--- src/rtl/ifu.sv ---
// Instruction fetch unit: holds the PC and fetches one word at a time from
// instruction memory using a req/gnt + rvalid interface. It keeps at most one
// fetch in flight. Returned words and their PCs are buffered in a small FIFO,
// and the FIFO head is presented to decode with a valid/ready handshake. A
// redirect flushes the buffer and any in-flight fetch, then restarts fetching
// at the new PC.
//
// Ports:
//   clk, rst             clock; synchronous active-high reset
//   imem_req/imem_addr   fetch request and word-aligned fetch address
//   imem_gnt             request accepted this cycle
//   imem_rvalid/rdata    fetched word, arriving at least one cycle after gnt
//   redirect/redirect_pc flush and restart fetch at redirect_pc (bits [1:0] ignored)
//   instr_valid/ready    handshake with decode for the buffer head
//   instr                head instruction bits [31:2]
//   instr_pc             PC of the head instruction
//   instr_illegal        head word is not a 32-bit encoding ([1:0] != 2'b11)
module ifu #(
  parameter int unsigned     XLEN         = 32,
  parameter logic [XLEN-1:0] RESET_VECTOR = '0,
  parameter int unsigned     DEPTH        = 4
) (
  input  logic            clk,
  input  logic            rst,
  output logic            imem_req,
  output logic [XLEN-1:0] imem_addr,
  input  logic            imem_gnt,
  input  logic            imem_rvalid,
  input  logic [31:0]     imem_rdata,
  input  logic            redirect,
  input  logic [XLEN-1:0] redirect_pc,
  output logic            instr_valid,
  input  logic            instr_ready,
  output logic [29:0]     instr,
  output logic [XLEN-1:0] instr_pc,
  output logic            instr_illegal
);

  localparam int unsigned PTR_W = (DEPTH > 1) ? $clog2(DEPTH) : 1;
  localparam int unsigned CNT_W = PTR_W + 1;

  logic [XLEN-1:0]  r_pc;
  logic [XLEN-1:0]  r_req_pc;
  logic             r_outstanding;
  logic             r_drop;
  logic             r_rst_q;
  logic [31:0]      r_word [DEPTH];
  logic [XLEN-1:0]  r_epc  [DEPTH];
  logic [PTR_W-1:0] r_head;
  logic [PTR_W-1:0] r_tail;
  logic [CNT_W-1:0] r_count;

  logic [CNT_W-1:0] w_occupied;
  logic             w_room;
  logic             w_accept;
  logic             w_resp;
  logic             w_push;
  logic             w_pop;
  logic [1:0]       w_unused_redirect_lsb;

  assign w_unused_redirect_lsb = redirect_pc[1:0];

  // The in-flight fetch reserves a buffer slot, so a response always has room.
  assign w_occupied = r_count + CNT_W'(r_outstanding);
  assign w_room     = w_occupied < CNT_W'(DEPTH);

  // Stay quiet during the reset cycle and the cycle after it. A new fetch may
  // overlap the returning response of the current one.
  assign imem_req  = !rst && !r_rst_q && !redirect && !r_drop && w_room &&
                     (!r_outstanding || imem_rvalid);
  assign imem_addr = r_pc;

  assign w_accept = imem_req & imem_gnt;
  assign w_resp   = imem_rvalid & r_outstanding;
  assign w_push   = w_resp & !r_drop & !redirect;

  assign instr_valid   = !rst && (r_count != '0);
  assign w_pop         = instr_valid & instr_ready & !redirect;
  assign instr         = r_word[r_head][31:2];
  assign instr_pc      = r_epc[r_head];
  assign instr_illegal = r_word[r_head][1:0] != 2'b11;

  // Control state: PC, in-flight tracking, drop flag and FIFO pointers.
  always_ff @(posedge clk) begin
    if (rst) begin
      r_pc          <= {RESET_VECTOR[XLEN-1:2], 2'b00};
      r_req_pc      <= '0;
      r_outstanding <= 1'b0;
      r_drop        <= 1'b0;
      r_rst_q       <= 1'b1;
      r_head        <= '0;
      r_tail        <= '0;
      r_count       <= '0;
    end else begin
      r_rst_q       <= 1'b0;
      r_outstanding <= w_accept | (r_outstanding & ~imem_rvalid);
      if (w_accept) begin
        r_req_pc <= r_pc;
        r_pc     <= r_pc + XLEN'(4);
      end
      if (redirect) begin
        // A fetch still in flight must have its response discarded later.
        r_pc    <= {redirect_pc[XLEN-1:2], 2'b00};
        r_drop  <= r_outstanding & ~imem_rvalid;
        r_head  <= '0;
        r_tail  <= '0;
        r_count <= '0;
      end else begin
        if (w_resp && r_drop) r_drop <= 1'b0;
        if (w_push) r_tail <= r_tail + PTR_W'(1);
        if (w_pop)  r_head <= r_head + PTR_W'(1);
        r_count <= r_count + CNT_W'(w_push) - CNT_W'(w_pop);
      end
    end
  end

  // Buffer storage: no reset needed, because entries are only read while counted valid.
  always_ff @(posedge clk) begin
    if (w_push) begin
      r_word[r_tail] <= imem_rdata;
      r_epc[r_tail]  <= r_req_pc;
    end
  end

  a_no_push_when_full: assert property (@(posedge clk) disable iff (rst)
    w_push |-> (r_count < CNT_W'(DEPTH)));

endmodule

--- config.mk ---
export PLATFORM = sky130hd
export DESIGN_NAME = ifu
export DESIGN_NICKNAME = d
export VERILOG_FILES = /design/src/rtl/ifu.sv
export SDC_FILE = /design/constraint.sdc
export NUM_CORES = 1
export LEC_CHECK = 0
export ABC_CLOCK_PERIOD_IN_PS = 4200
export BUFFER_PORTS_ARGS = -buffer_cell sky130_fd_sc_hd__buf_2
export CAP_MARGIN = 20
export CORE_ASPECT_RATIO = 1.5
export CORE_MARGIN = 3
export CORE_UTILIZATION = 55
export CTS_CLUSTER_SIZE = 14
export DETAILED_ROUTE_END_ITERATION = 16
export GPL_TIMING_DRIVEN = 0
export PLACE_DENSITY = 0.82
export SYNTH_ARGS = -nofsm -noshare
export SYNTH_HDL_FRONTEND = slang
export SYNTH_SLANG_ARGS = --single-unit
export TNS_END_PERCENT = 100
--- constraint.sdc ---
create_clock -name clk -period 4.2 [get_ports clk]
set_clock_uncertainty 0.2 [all_clocks]
set_input_delay 0.42 -clock clk [delete_from_list [all_inputs] [get_ports clk]]
set_output_delay 0.42 -clock clk [all_outputs]
set_load 0.05 [all_outputs]
Word-level counts from Yosys, hierarchy flattened

Memories as Yosys holds them, arrays and structs flattened. A register that Yosys moved wholly into a read port is not among the register bits.
Index checks and enable logic that the tools add are counted.
W data, S select, Z words.

Reductions and logical operators: 17
$lt $le $gt $ge: 1
Multiplexer cells: 11
$add $sub $neg: 6
Bitwise logic cells: 9
Equality and inequality tests: 1

Operators with widths:

| kind                    | count |
|---|---|
| $mux W32                | 2 |
| $add A32 B3 Y32 const B | 1 |
| $mux W2                 | 4 |
| $and A1 B1 Y1           | 7 |
| $logic_and A1 B1 Y1     | 7 |
| $add A3 B1 Y3           | 2 |
| $logic_not A1 Y1        | 5 |
| $mux W1                 | 5 |
| $add A2 B1 Y2 const B   | 2 |
| $reduce_bool A2 Y1      | 2 |
| $lt A3 B3 Y1 const B    | 1 |
| $reduce_bool A3 Y1      | 1 |
| $sub A3 B1 Y3           | 1 |
| $ne A2 B2 Y1 const B    | 1 |
| $reduce_or A2 Y1        | 1 |
| $logic_or A1 B1 Y1      | 1 |
| $not A1 Y1              | 1 |
| $or A1 B1 Y1            | 1 |

Register bits: 74
RAM bits: 256
Memories kept: 2
Input bits: 70
Output and inout port bits: 97

Memories:

| memory | words | width | rd ports | clocked after memory_dff | write ports | RTL line | text |
|---|---|---|---|---|---|---|---|
| r_epc  | 4     | 32    | 1        | 1                        | 1           | 48       | `logic [XLEN-1:0] r_epc [DEPTH];` |
| r_word | 4     | 32    | 1        | 1                        | 1           | 47       | `logic [31:0] r_word [DEPTH];` |

Longest topological paths before layout

Gate-level depths: netlist of the first run.

Word-level depth: 9
Mapped depth: 12
Mapped depth without buffers: 11

Worst setup path before layout of the first run

Ideal clock, no wire load.

Path kind: input port to flip-flop
Start: input redirect
End: memory r_epc[0][10] (enable)
Slack: 0.932 ns
Required time: 3.574 ns
Library setup time: 0.426 ns
Cell stages on the path: 3
Buffers on the path: 1
Arrival time: 2.642 ns
Path through: clkbuf_1 nor3_1 and2_1

Cells in the longest elaborated chain, start to end: 4

RTL lines:

| element                       | RTL line | text |
|---|---|---|
| start, declared               | 30       | `input logic redirect,` |
| $logic_not A1 Y1              | 75       | `assign w_push = w_resp & !r_drop & !redirect;` |
| $and A1 B1 Y1                 | 75       |  |
| $mux W1                       | 119      | `if (w_push) begin` |
| $mux W1 (implied by the code) | 121      | `r_epc[r_tail] <= r_req_pc;` |
| end, declared                 | 48       |  |

No other way between the ends.

==> results of run 1 <==
[critical path: cells and delay by family (launching register included)]
kind / cells / cell delay (ns)
buf+inv: 3 / 1.54
flops: 1 / 0.31
mux: 1 / 0.63
[sequential cells by signal (all words and copies together), names as in the netlist, named ones only]
name / cells
r_head: 2
r_count: 3
r_outstanding: 1
r_drop: 1
r_epc: 120
r_req_pc: 30
imem_addr: 30
r_rst_q: 1
r_word: 128
r_tail: 2
[through the flow]
step | setup WS (ns) | instances | hold slack, ns
after floorplan | 0.9319 | 770 | 0.2477
after global placement | -0.4584 | 1201 | 0.2705
after detailed placement | 0.9058 | 1205 | 0.2881
after CTS | 0.3969 | 1307 | 0.001308
after global routing | 0.2827 | 1307 | 0.008470
final | 0.5646 | 1307 | 0.01716
[cell families after synthesis]
logic type | Yosys count | synth area share
DFF | 320 | 0.7215
and+or+nand+nor | 197 | 0.07719
AOI/OAI and AO/OA | 114 | 0.05698
muxes | 61 | 0.1105
buffers and inverters | 58 | 0.01909
adders and majority gates | 8 | 0.008734
xor gates and xnor gates | 8 | 0.005688
other | 1 | 0.0003044
[Yosys cell counts, types with 2 or more instances]
master | count | share of area
sky130_fd_sc_hd__o21ai_0 | 9 | 0.0037
sky130_fd_sc_hd__nand3_1 | 15 | 0.0061
sky130_fd_sc_hd__buf_4 | 4 | 0.0024
sky130_fd_sc_hd__nor4_1 | 6 | 0.0030
sky130_fd_sc_hd__buf_2 | 2 | 0.00081
sky130_fd_sc_hd__nor2_1 | 19 | 0.0058
sky130_fd_sc_hd__clkbuf_1 | 33 | 0.010
sky130_fd_sc_hd__mux4_2 | 60 | 0.11
sky130_fd_sc_hd__nand2b_1 | 2 | 0.0010
sky130_fd_sc_hd__and3_1 | 4 | 0.0020
sky130_fd_sc_hd__o311ai_0 | 5 | 0.0036
sky130_fd_sc_hd__xnor2_1 | 5 | 0.0036
sky130_fd_sc_hd__inv_1 | 10 | 0.0030
sky130_fd_sc_hd__buf_1 | 8 | 0.0024
sky130_fd_sc_hd__o31a_1 | 4 | 0.0028
sky130_fd_sc_hd__edfxtp_1 | 248 | 0.60
sky130_fd_sc_hd__and4_1 | 5 | 0.0036
sky130_fd_sc_hd__a31oi_1 | 14 | 0.0071
sky130_fd_sc_hd__nand2_1 | 96 | 0.029
sky130_fd_sc_hd__xor2_1 | 3 | 0.0021
sky130_fd_sc_hd__o221ai_1 | 2 | 0.0014
sky130_fd_sc_hd__nor3_1 | 8 | 0.0033
sky130_fd_sc_hd__or3_1 | 9 | 0.0046
sky130_fd_sc_hd__o211ai_1 | 9 | 0.0055
sky130_fd_sc_hd__ha_1 | 7 | 0.0071
sky130_fd_sc_hd__a21oi_1 | 53 | 0.022
sky130_fd_sc_hd__a22oi_1 | 3 | 0.0018
sky130_fd_sc_hd__nand4_1 | 9 | 0.0046
sky130_fd_sc_hd__or2_2 | 2 | 0.0010
sky130_fd_sc_hd__dfxtp_1 | 72 | 0.12
sky130_fd_sc_hd__a32oi_1 | 3 | 0.0021
sky130_fd_sc_hd__or4_1 | 9 | 0.0055
sky130_fd_sc_hd__and2_1 | 9 | 0.0046
sky130_fd_sc_hd__o22ai_1 | 6 | 0.0030
[power breakdown]
| part | internal [mW] | switching (mW) | total (mW) |
|---|---|---|---|
| logic | 0.100 | 0.179 | 0.280 |
| registers | 3.41 | 0.0403 | 3.45 |
| clock network | 1.39 | 1.04 | 2.43 |
[per-layer routing]
layer  up-vias  global-route usage  share of wire
li1       3502                   -              -
met1      3764              0.2866           0.39
met2       321              0.3778           0.52
met3        66             0.03020          0.063
met4         0             0.08088          0.033
met5         -                   0              0
[how the worst max path moves through the flow]
stage          cells past startpoint             to       from  slack, ns
2_1_floorplan                      3   r_epc[0][10]   redirect       0.93
3_3_place_gp                       3  r_word[2][29]   redirect      -0.46
3_5_place_dp                       7  imem_addr[15]   redirect       0.91
4_1_cts                            4   instr_pc[24]  flip-flop       0.40
5_1_grt                            4   instr_pc[24]  flip-flop       0.28
6_report                           4   instr_pc[24]  flip-flop       0.56
[layout make-up]
class	instances	area, µm²	share of cell area
clock inverters	5	50.05	0.003347
well taps	272	340.3	0.02276
inverters	11	41.29	0.002761
plain buffers	47	193.9	0.01297
repair buffers	213	1399	0.09355
multi-input cells	392	3217	0.2151
clock buffers	47	823.3	0.05506
flip-flops and latches	320	8889	0.5944
==> metrics list, run 1 <==
- The worst register-to-register path ends at imem_addr[15].
- At the pin with the least slew margin, the transition time is 0.9001 ns.
* Drt wl/cell: 20.31 µm
* Worst Setup Path Type: reg -> out
* Setup-failing EPs final: 0
- Worst Reg2Reg Path Length in Cells: 7
- Core utilization of the finished layout: 0.6833
* Most used flip-flop cell after synthesis: sky130_fd_sc_hd__edfxtp_1
* Initial cell density of the core: 0.5630
- The congestion estimate from routability-driven global placement came to 0.8931.
- Startpoint of the worst register-to-register path: r_count[1]
- The final hold violation count is 0.
* Count of yosys warnings during synthesis: 0
- Critical-path top delay cell: sky130_fd_sc_hd__buf_1
- Critical path data arrival time: 3.02 ns
* Class of the tightest hold or removal check: in -> reg
- The die covers 24270 µm².
- Dividing total power by cell area gives a power density of 412.3 nW/µm².
- In the layout the commonest cells are 248 x sky130_fd_sc_hd__edfxtp_1, 161 x sky130_fd_sc_hd__buf_2, 96 x sky130_fd_sc_hd__nand2_1.
- At the end of the flow, the number of nets in the layout was 1091.
* Number of buffers inserted during clock tree synthesis: 28
* Root cell of the clock tree: sky130_fd_sc_hd__clkbuf_16
- The first routing iteration left 580 violations.
- Final routed DRC violation total: 0
- Signed area change from the synthesized netlist to the final layout: 21.38%
- The finished cells cover 14950 µm².
- The smallest clock period supported by the final layout is computed as 3.635 ns.
- Cells traversed along the worst timing path: clkbuf_1 > buf_1 > mux4_2 > buf_2
- Placeable core region: 21880 µm²
* FFs w/ async S/R, synth: 0
- Maximum number of buffers from clock root to sink: 3
- Final Routed Wirelength: 26.55 mm
- Commonest non-fill, non-tap cell in the layout: sky130_fd_sc_hd__edfxtp_1
* Filler cells: 1464
- The pre-antenna-repair detailed-routing pass consisted of 7 iterations.
* Post-route ant nets: 0
- Final TNS setup: 0 ns
* Number of register bits inferred by synthesis: 320
- Across every metal layer, demand over resource in global routing totals 0.2202.
- RSZ-0062 raised after global routing: false
* Via density per instance: 5.855
* Maximum Capacitance Violations: 0
- Synth Instances: 767
- The number of pins with negative max-slew slack in the final report is 0.
- Clock slew seen by the registers of the worst setup and hold paths: 0.06 ns
* Count of hold-fix buffers inserted at cts: 50
- Derived from the worst setup path, the maximum achievable clock frequency is 275.1 MHz.
- The first global-routing pass estimated 42.15 mm of wire.
- The via count of the first global-routing pass is 7863.
- Portion of the post-synthesis area used by sequential elements: 0.7215
* Cell depth of the worst min-delay path: 3
* Boundary pin count: 167
* Dpl cell area: 13580 µm²
- Buffers inserted by post-CTS timing repair: 0
* Number of antenna diodes: 0
- Worst setup slack for register-to-register paths: 1.34 ns
* Leak pwr: 4.826 nW
- In the finished design, the share of the clock period the worst path needs comes to 0.8656.
* Startpoint of the lowest-slack hold path: redirect_pc[25]
- Power comes to 6.166 mW.
* Proportion of layout cells with a drive suffix above 1: 0.2628
- Clk sinks: 320
* Synthesized area divided by synthesized cell count: 16.06 µm²
* Pin count of the biggest net entering global routing: 45
- The die is 128.2 µm wide.
- Number of library cell types mapped by synthesis: 48
* Congestion Overflow GR: 0
* Critical path endpoint category: primary output
- From bottom edge to top edge, the die measures 189.3 µm.
* Initial antenna violation count: 0
* Worst ir drop on vdd: 0.0003186 V
- STA classifies the critical path startpoint as a flip-flop.
- Detail Placement HPWL: 17.38 mm
- For the worst setup path, the data required time is 3.58 ns.
- Number of enable-type register cells in the synthesized netlist: 248
- Total number of placement rows: 66
- Largest stage delay on the critical path: 0.74 ns
* Hold-critical path endpoint: imem_addr[25]
- After synthesis the cells add up to 12320 µm².
* Outcome: complete, no violations
- In this run the worst path has a maximum fanout of 10.
- The count of buffers added on input and output ports is 159.
- Clock latency on the worst-skew pair, taken at its later pin, is 0.53 ns.
- CTS built an H-tree with a depth of 1.
* TritonCTS clock tree: done
* Number of vias after detailed routing: 7653
* Worst slew margin relative to its limit: 0.3999
- In this run, post-CTS repair resized a total of 0 instances.
Note: power is estimated with default switching activity, not from simulation.
==> run 2: changes to the inputs <==
--- a/config.mk
+++ b/config.mk
@@ -14,7 +14,8 @@
 export CTS_CLUSTER_SIZE = 14
 export DETAILED_ROUTE_END_ITERATION = 16
 export GPL_TIMING_DRIVEN = 0
-export PLACE_DENSITY = 0.82
+export PLACE_DENSITY_LB_ADDON = 0.15
+export SETUP_SLACK_MARGIN = 0.05
 export SYNTH_ARGS = -nofsm -noshare
 export SYNTH_HDL_FRONTEND = slang
 export SYNTH_SLANG_ARGS = --single-unit
==> constraint.sdc (replaced) <==
create_clock -name clk -period 4.2 [get_ports clk]
set_clock_uncertainty 0.2 [all_clocks]
set_input_delay 0.84 -clock clk [delete_from_list [all_inputs] [get_ports clk]]
set_output_delay 0.84 -clock clk [all_outputs]
set_load 0.05 [all_outputs]
==> run 2 against run 1 <==
Effect of this change:
- worst setup slack got worse by 0.23 ns
- final area is 3.1% lower
- core utilization shrank 2.1 points
- non-clock buffer count down 51
- first-iteration DRC count shrank 21%
- count of clock-buffer cells in the layout shrank 5
- final cell count decreased by 4.0%
- register-to-register slack worse by 0.12 ns
- global-route usage fell by 0.59 points
- die area is the same
==> metrics list, run 2 (synthesis results as in run 1) <==
- Drt wl/cell: 20.58 µm
- Pin count of the biggest net entering global routing: 50
- Clock slew seen by the registers of the worst setup and hold paths: 0.07 ns
* Number of buffers inserted during clock tree synthesis: 29
* Setup-failing EPs final: 0
- Of the total power, combinational logic draws 0.039.
- RSZ-0062 raised after global routing: false
- In this run the worst hold path is classified as in -> reg.
- The clock reaches the later pin of the worst-skew pair after 0.53 ns.
* Worst slew margin relative to its limit: 0.3627
- Worst Setup Path Type: reg -> out
* Initial cell density of the core: 0.5630
- Critical path endpoint category: primary output
* Total Die Area: 24270 µm²
- Switching share of power: 0.2044
- Of all nets on the critical path, the largest fanout is 10.
- Net Sw Power: 1.269 mW
- The register with the most flip-flops in the layout has 128 of them.
- Final #Nets: 1041
- In the final layout, the share of cells above drive strength 1 is 0.2828.
* Congestion Overflow GR: 0
- The worst-case IR drop observed on VDD is 0.0003188 V.
- Commonest cells after routing, fill and taps aside: 248 x sky130_fd_sc_hd__edfxtp_1, 161 x sky130_fd_sc_hd__buf_2, 96 x sky130_fd_sc_hd__nand2_1
- The number of pins with negative max-slew slack in the final report was 0.
- Initial antenna violation count: 0
- Once detail routing completed, the nets flagged for antenna violations numbered 0.
* Critical path data arrival time: 2.82 ns
- Placeable core region: 21880 µm²
- Worst hold slack: 0.2237 ns
- Placement Setup Slack: 0.4153 ns
- Detail Placement HPWL: 17.27 mm
* Pre-antenna DRT Iters: 5
* Number of buffers inserted by port buffering: 159
- Final Routed Wirelength: 25.82 mm
* Worst Max-Slew Pin Slew: 0.9487 ns
* Total Routing Usage GR: 0.2143
* Setup crit start kind: flip-flop
- Worst setup slack for register-to-register paths: 1.22 ns
- Registers with the most flip-flops: r_word: 128 flops, r_epc: 120 flops
- The register with the most flip-flops in the final layout is r_word.
- Via count of the first global-routing pass: 7408
- CP required: 3.16 ns
- The die is 189.3 µm tall.
- Dpl cells: 1205
* Signed area change from the synthesized netlist to the final layout: 17.63%
* Clk sinks: 320
- Maximum Capacitance Violations: 0
- Total power divided by cell area: 428.6 nW/µm²
- Total number of placement rows: 66
- The detailed router finished its first iteration with 459 violations.
* Via density per instance: 5.846
- In this run the post-CTS setup repair buffer count came out at 0.
* Boundary pin count: 167
- Based on the critical path, the design can be clocked at up to 258.7 MHz.
- The longest clock path from root to sink contains 3 buffers.
* Non-filler cells in the finished layout: 1255
- Sequential group share of total power: 0.556
- 0 antenna diodes ended up in the layout.
- Width of the die: 128.2 µm
* Total count of hold-check failures in the final report: 0
- Commonest non-fill, non-tap cell in the layout: sky130_fd_sc_hd__edfxtp_1
* Tmin final: 3.865 ns
- Once routing completed, OpenROAD measured the worst setup slack at 0.3351 ns.
- At the end of the flow the core is filled with cells to 0.6622.
- For this design the static power due to leakage is 4.644 nW.
- Number of vias after detailed routing: 7337
* Final Wtd Congestion: 0.9352
- Root cell of the clock tree: sky130_fd_sc_hd__clkbuf_16
* Count of hold-fix buffers inserted at cts: 0
- Final worst path period share: 0.9202
- Outcome: complete, no violations
- Final routed DRC violation total: 0
- TritonCTS clock tree: done
- # resized after CTS: 3
- CTS built an H-tree with a depth of 1.
- Global-route wire length before repair: 40.97 mm
* Internal power of the cells: 4.941 mW
- Of the total power, the clock network draws 0.405.
==> run 2: cell count changes in the layout (fill, tap and decap cells not counted), moves of 2 or more <==
cell / delta
sky130_fd_sc_hd__dlygate4sd3_1: -50
sky130_fd_sc_hd__clkinv_2: +3
sky130_fd_sc_hd__buf_1: -2
sky130_fd_sc_hd__clkbuf_1: -7
==> run 2: path summary, 6_finish.rpt <==
path | depth (start not counted) | startpoint | to
worst max-delay path | 3 | flip-flop | instr_pc[14]
worst min-delay path | 1 | rst | r_rst_q
worst max register to register | 6 | r_drop | imem_addr[4]
worst min register to register | 2 | r_req_pc[21] | r_req_pc[21]
==> run 2: worst max-delay path: stages (launching register included) <==
cell and delay (ns):
sky130_fd_sc_hd__dfxtp_1 0.73, sky130_fd_sc_hd__clkdlybuf4s15_1 0.73, sky130_fd_sc_hd__mux4_2 0.60, sky130_fd_sc_hd__buf_2 0.24
==> run 2: layer usage <==
| metal | track usage | vias up | share of wire |
|---|---|---|---|
| met3 | 0.03020 | 61 | 0.058 |
| met2 | 0.3687 | 289 | 0.51 |
| met5 | 0 | - | 0 |
| li1 | - | 3399 | - |
| met1 | 0.2779 | 3588 | 0.40 |
| met4 | 0.07721 | 0 | 0.035 |
==> run 2: power by group through the flow <==
stage	clock (mW)	sequential [mW]	combinational (mW)
after floorplan	0	3.56	0.0908
after global placement	0	3.52	0.238
after detailed placement	0	3.52	0.240
after CTS	2.57	3.45	0.241
after global routing	2.71	3.45	0.259
final	2.52	3.45	0.241
==> run 2: layout make-up <==
| type | instances | area, µm² |
|---|---|---|
| inverter | 11 | 41.29 |
| clock buffer | 42 | 814.5 |
| timing repair buffer | 163 | 890.9 |
| fill | 1577 | 7392 |
| multi-input combinational | 392 | 3217 |
| buffer | 46 | 203.9 |
| clock inverter | 9 | 95.09 |
| tap | 272 | 340.3 |
| sequential | 320 | 8889 |
==> run 2: metrics by stage <==
step / cell area (µm²) / setup TNS (ns) / power (mW)
floorplan: 12330 / 0 / 3.656
global placement: 13470 / -234.44 / 3.756
detailed placement: 13570 / 0 / 3.758
CTS: 14490 / 0 / 6.260
global route: 14490 / 0 / 6.425
finish: 14490 / 0 / 6.210
==> run 3: changes to the inputs <==
--- a/config.mk
+++ b/config.mk
@@ -5,13 +5,12 @@
 export SDC_FILE = /design/constraint.sdc
 export NUM_CORES = 1
 export LEC_CHECK = 0
-export ABC_CLOCK_PERIOD_IN_PS = 4200
+export ABC_CLOCK_PERIOD_IN_PS = 5000
 export BUFFER_PORTS_ARGS = -buffer_cell sky130_fd_sc_hd__buf_2
 export CAP_MARGIN = 20
 export CORE_ASPECT_RATIO = 1.5
-export CORE_MARGIN = 3
+export CORE_MARGIN = 4
 export CORE_UTILIZATION = 55
-export CTS_CLUSTER_SIZE = 14
 export DETAILED_ROUTE_END_ITERATION = 16
 export GPL_TIMING_DRIVEN = 0
 export PLACE_DENSITY_LB_ADDON = 0.15
==> constraint.sdc (replaced) <==
create_clock -name clk -period 5 [get_ports clk]
set_clock_uncertainty 0.2 [all_clocks]
set_input_delay 1 -clock clk [delete_from_list [all_inputs] [get_ports clk]]
set_output_delay 1 -clock clk [all_outputs]
set_load 0.05 [all_outputs]
==> run 3 against run 2 <==
Effect of this change:
- power shrank 16%
- global-route usage shrank 0.056 points
- register-to-register slack gained 0.85 ns
- sequential share of layout area shrank 0.058 points
- worst hold slack gained 0.071 ns
- first-iteration DRC count grew 16%
- count of clock-buffer cells in the layout shrank 10
==> metrics list, run 3 (synthesis results as in run 1) <==
- The run finished with clean final reports.
* Detail Placement HPWL: 17.36 mm
* Worst Max-Slew Pin Slew: 0.8652 ns
- The worst hold path belongs to the class reg -> reg.
- Clock power share: 0.409
* Switching share of power: 0.2033
- STA classifies the critical path endpoint as a primary output.
- Total power divided by cell area: 361.6 nW/µm²
- Clock tree synthesis inserted a total of 28 buffers.
- Final worst slack: 0.7766 ns
- The critical path in this run is classified as reg -> out.
- Buffers inserted by post-CTS timing repair: 0
- Critical path data arrival time: 3.02 ns
- The tree built by TritonCTS fans out to 320 sinks.
* Layout Cell Area excl Fill: 14510 µm²
* Highest clock frequency the design can meet: 236.8 MHz
- The initial utilization of the core area, before any placement, comes to 0.5630.
- Peak fanout along the critical path: 10
* Pin count of the biggest net entering global routing: 41
* Commonest cells after routing, fill and taps aside: 248 x sky130_fd_sc_hd__edfxtp_1, 161 x sky130_fd_sc_hd__buf_2, 96 x sky130_fd_sc_hd__nand2_1
- Once layout is complete, the utilization of the core stands at 0.6628.
* Setup crit start kind: flip-flop
- The share of total power dissipated in sequential elements is 0.553.
- In the global route stage, met1 resource usage came out at 0.2813.
* Largest stage delay on the critical path: 0.73 ns
- RSZ-0062 raised after global routing: false
- On the critical path the largest part of the delay comes from buffers and inverters.
- Worst slew margin relative to its limit: 0.4188
- Setup violations remaining at the end of the flow were counted as 0.
- For this run, the number of standard cells in the final layout without fillers is 1258.
- Counting tap cells, the placed design contains a total of 1205 instances.
* Boundary pin count: 167
- Max Transition Viols Final: 0
- At the placement stage, the worst setup path has a slack of 1.080 ns.
- Summing over every cut layer, the via total after detailed routing is 7344.
- Dividing the detail-routed via count by the number of cells gives 5.838.
- In this run, post-CTS repair resized a total of 0 instances.
* Final routed DRC violation total: 0
* DR iter-0 viols: 532
* Met3 Resource Use GR: 0.02824
- Multi-input gate area in the final layout: 3217 µm²
* TritonCTS clock tree: done
- Across the whole layout, storage elements account for 8889 µm².
- Worst hold slack: 0.2946 ns
* Final Routed Wirelength: 26.04 mm
- Critical-path top delay cell: sky130_fd_sc_hd__buf_1
- Of the cells placed in the final design, the portion with a size suffix greater than 1 is 0.2805.
- Setup total negative slack on the finished layout was measured at 0 ns.
* Die Ht: 191.3 µm
- H-tree lvl count: 1
- Width of the die: 130.2 µm
- Bufs and invs on worst path: 3
- Compared with the post-synthesis result, the final layout area differs by 17.74%.
- The longest clock path from root to sink contains 3 buffers.
- Drt wl/cell: 20.70 µm
- At the worst endpoint, the required time is 3.80 ns.
* Initial antenna violation count: 2
* Total Routing Usage GR: 0.2137
- The register with the most flip-flops in the layout has 128 of them.
- Registers with the most flip-flops: r_word: 128 flops, r_epc: 120 flops
- Final worst path period share: 0.8447
- The analysis attributes to cell leakage a power of 4.646 nW.
- Post-layout total power: 5.246 mW
- Placeable core region: 21880 µm²
- Net Sw Power: 1.067 mW
* Total count of hold-check failures in the final report: 0
- Maximum Capacitance Violations: 0
- Global-route wire length before repair: 41.34 mm
- The critical path goes through clkbuf_1 > buf_1 > mux4_2 > buf_2.
- Register with the most flip-flops: r_word
- Root cell of the clock tree: sky130_fd_sc_hd__clkbuf_16
- The first detailed-routing pass took 7 iterations.
* Total number of placement rows: 66
- Tmin final: 4.223 ns
- Comb pwr share: 0.038
- Total Die Area: 24910 µm²
- After global routing, the most crowded layer is met2.
* Met2 usage in global routing: 0.3672
- Clock-pin slew was measured on the worst setup and hold paths at 0.06 ns.
- Final Wtd Congestion: 0.9009
- Fill cells in the final layout number 1541.
- Cell internal power was estimated by the tool at 4.179 mW.
* Congestion Overflow GR: 0
- Count of hold-fix buffers inserted at cts: 0
- Port buffering added 159 buffers.
* Clock insertion delay at the later pin of the skew report: 0.53 ns
- Once placement finished, the instance area stood at 13580 µm².
- The via count of the first global-routing pass is 7527.
* Worst ir drop on vdd: 0.0002732 V
- Commonest non-fill, non-tap cell in the layout: sky130_fd_sc_hd__edfxtp_1
- Final #Nets: 1041
* Post-route ant nets: 0
run 3: cell count changes in the layout (fill, tap and decap cells not counted), moves of 2 or more:
cell	change
sky130_fd_sc_hd__clkbuf_8	-4
sky130_fd_sc_hd__diode_2	+2
sky130_fd_sc_hd__bufinv_16	+2
sky130_fd_sc_hd__clkbuf_1	-5
sky130_fd_sc_hd__clkinv_1	+7
sky130_fd_sc_hd__clkinvlp_2	+2
sky130_fd_sc_hd__buf_1	+2
run 3: worst paths after layout:
kind / from / cells after the start / slack (ns) / endpoint
worst max-delay path: flip-flop / 4 / 0.78 / instr[1]
worst max register to register: r_drop / 6 / 2.07 / imem_addr[15]
worst min-delay path: r_req_pc[31] / 2 / 0.29 / r_req_pc[31]
worst min register to register: r_req_pc[31] / 2 / 0.29 / r_req_pc[31]
run 3: area by class of cell:
type | instances | share of cell area
well taps | 272 | 0.02346
multi-input cells | 392 | 0.2218
clock buffers | 32 | 0.05081
repair buffers | 163 | 0.06193
clock inverters | 19 | 0.01268
inverters | 11 | 0.002847
plain buffers | 47 | 0.01337
diodes | 2 | 0.0003450
flip-flops and latches | 320 | 0.6128
run 3: power by group through the flow:
stage / Sequential, mW / Combinational, mW / Clock (mW)
finish: 2.90 / 0.202 / 2.15
global placement: 2.96 / 0.199 / 0
detailed placement: 2.95 / 0.201 / 0
CTS: 2.90 / 0.201 / 2.19
floorplan: 2.99 / 0.0763 / 0
global route: 2.90 / 0.216 / 2.31
run 3: routing by layer:
| metal | routed length (µm) | up-vias |
|---|---|---|
| met5 | 0 | - |
| met4 | 716 | 0 |
| met3 | 1557 | 52 |
| met2 | 13470 | 282 |
| met1 | 10290 | 3593 |
| li1 | - | 3417 |
run 3: tightest hold or removal path: cells and delay by family, from the launching register on:
family             cells  cell delay (ns)
DFF                    1             0.34
and+or+nand+nor        1             0.06
AOI/OAI and AO/OA      1             0.05
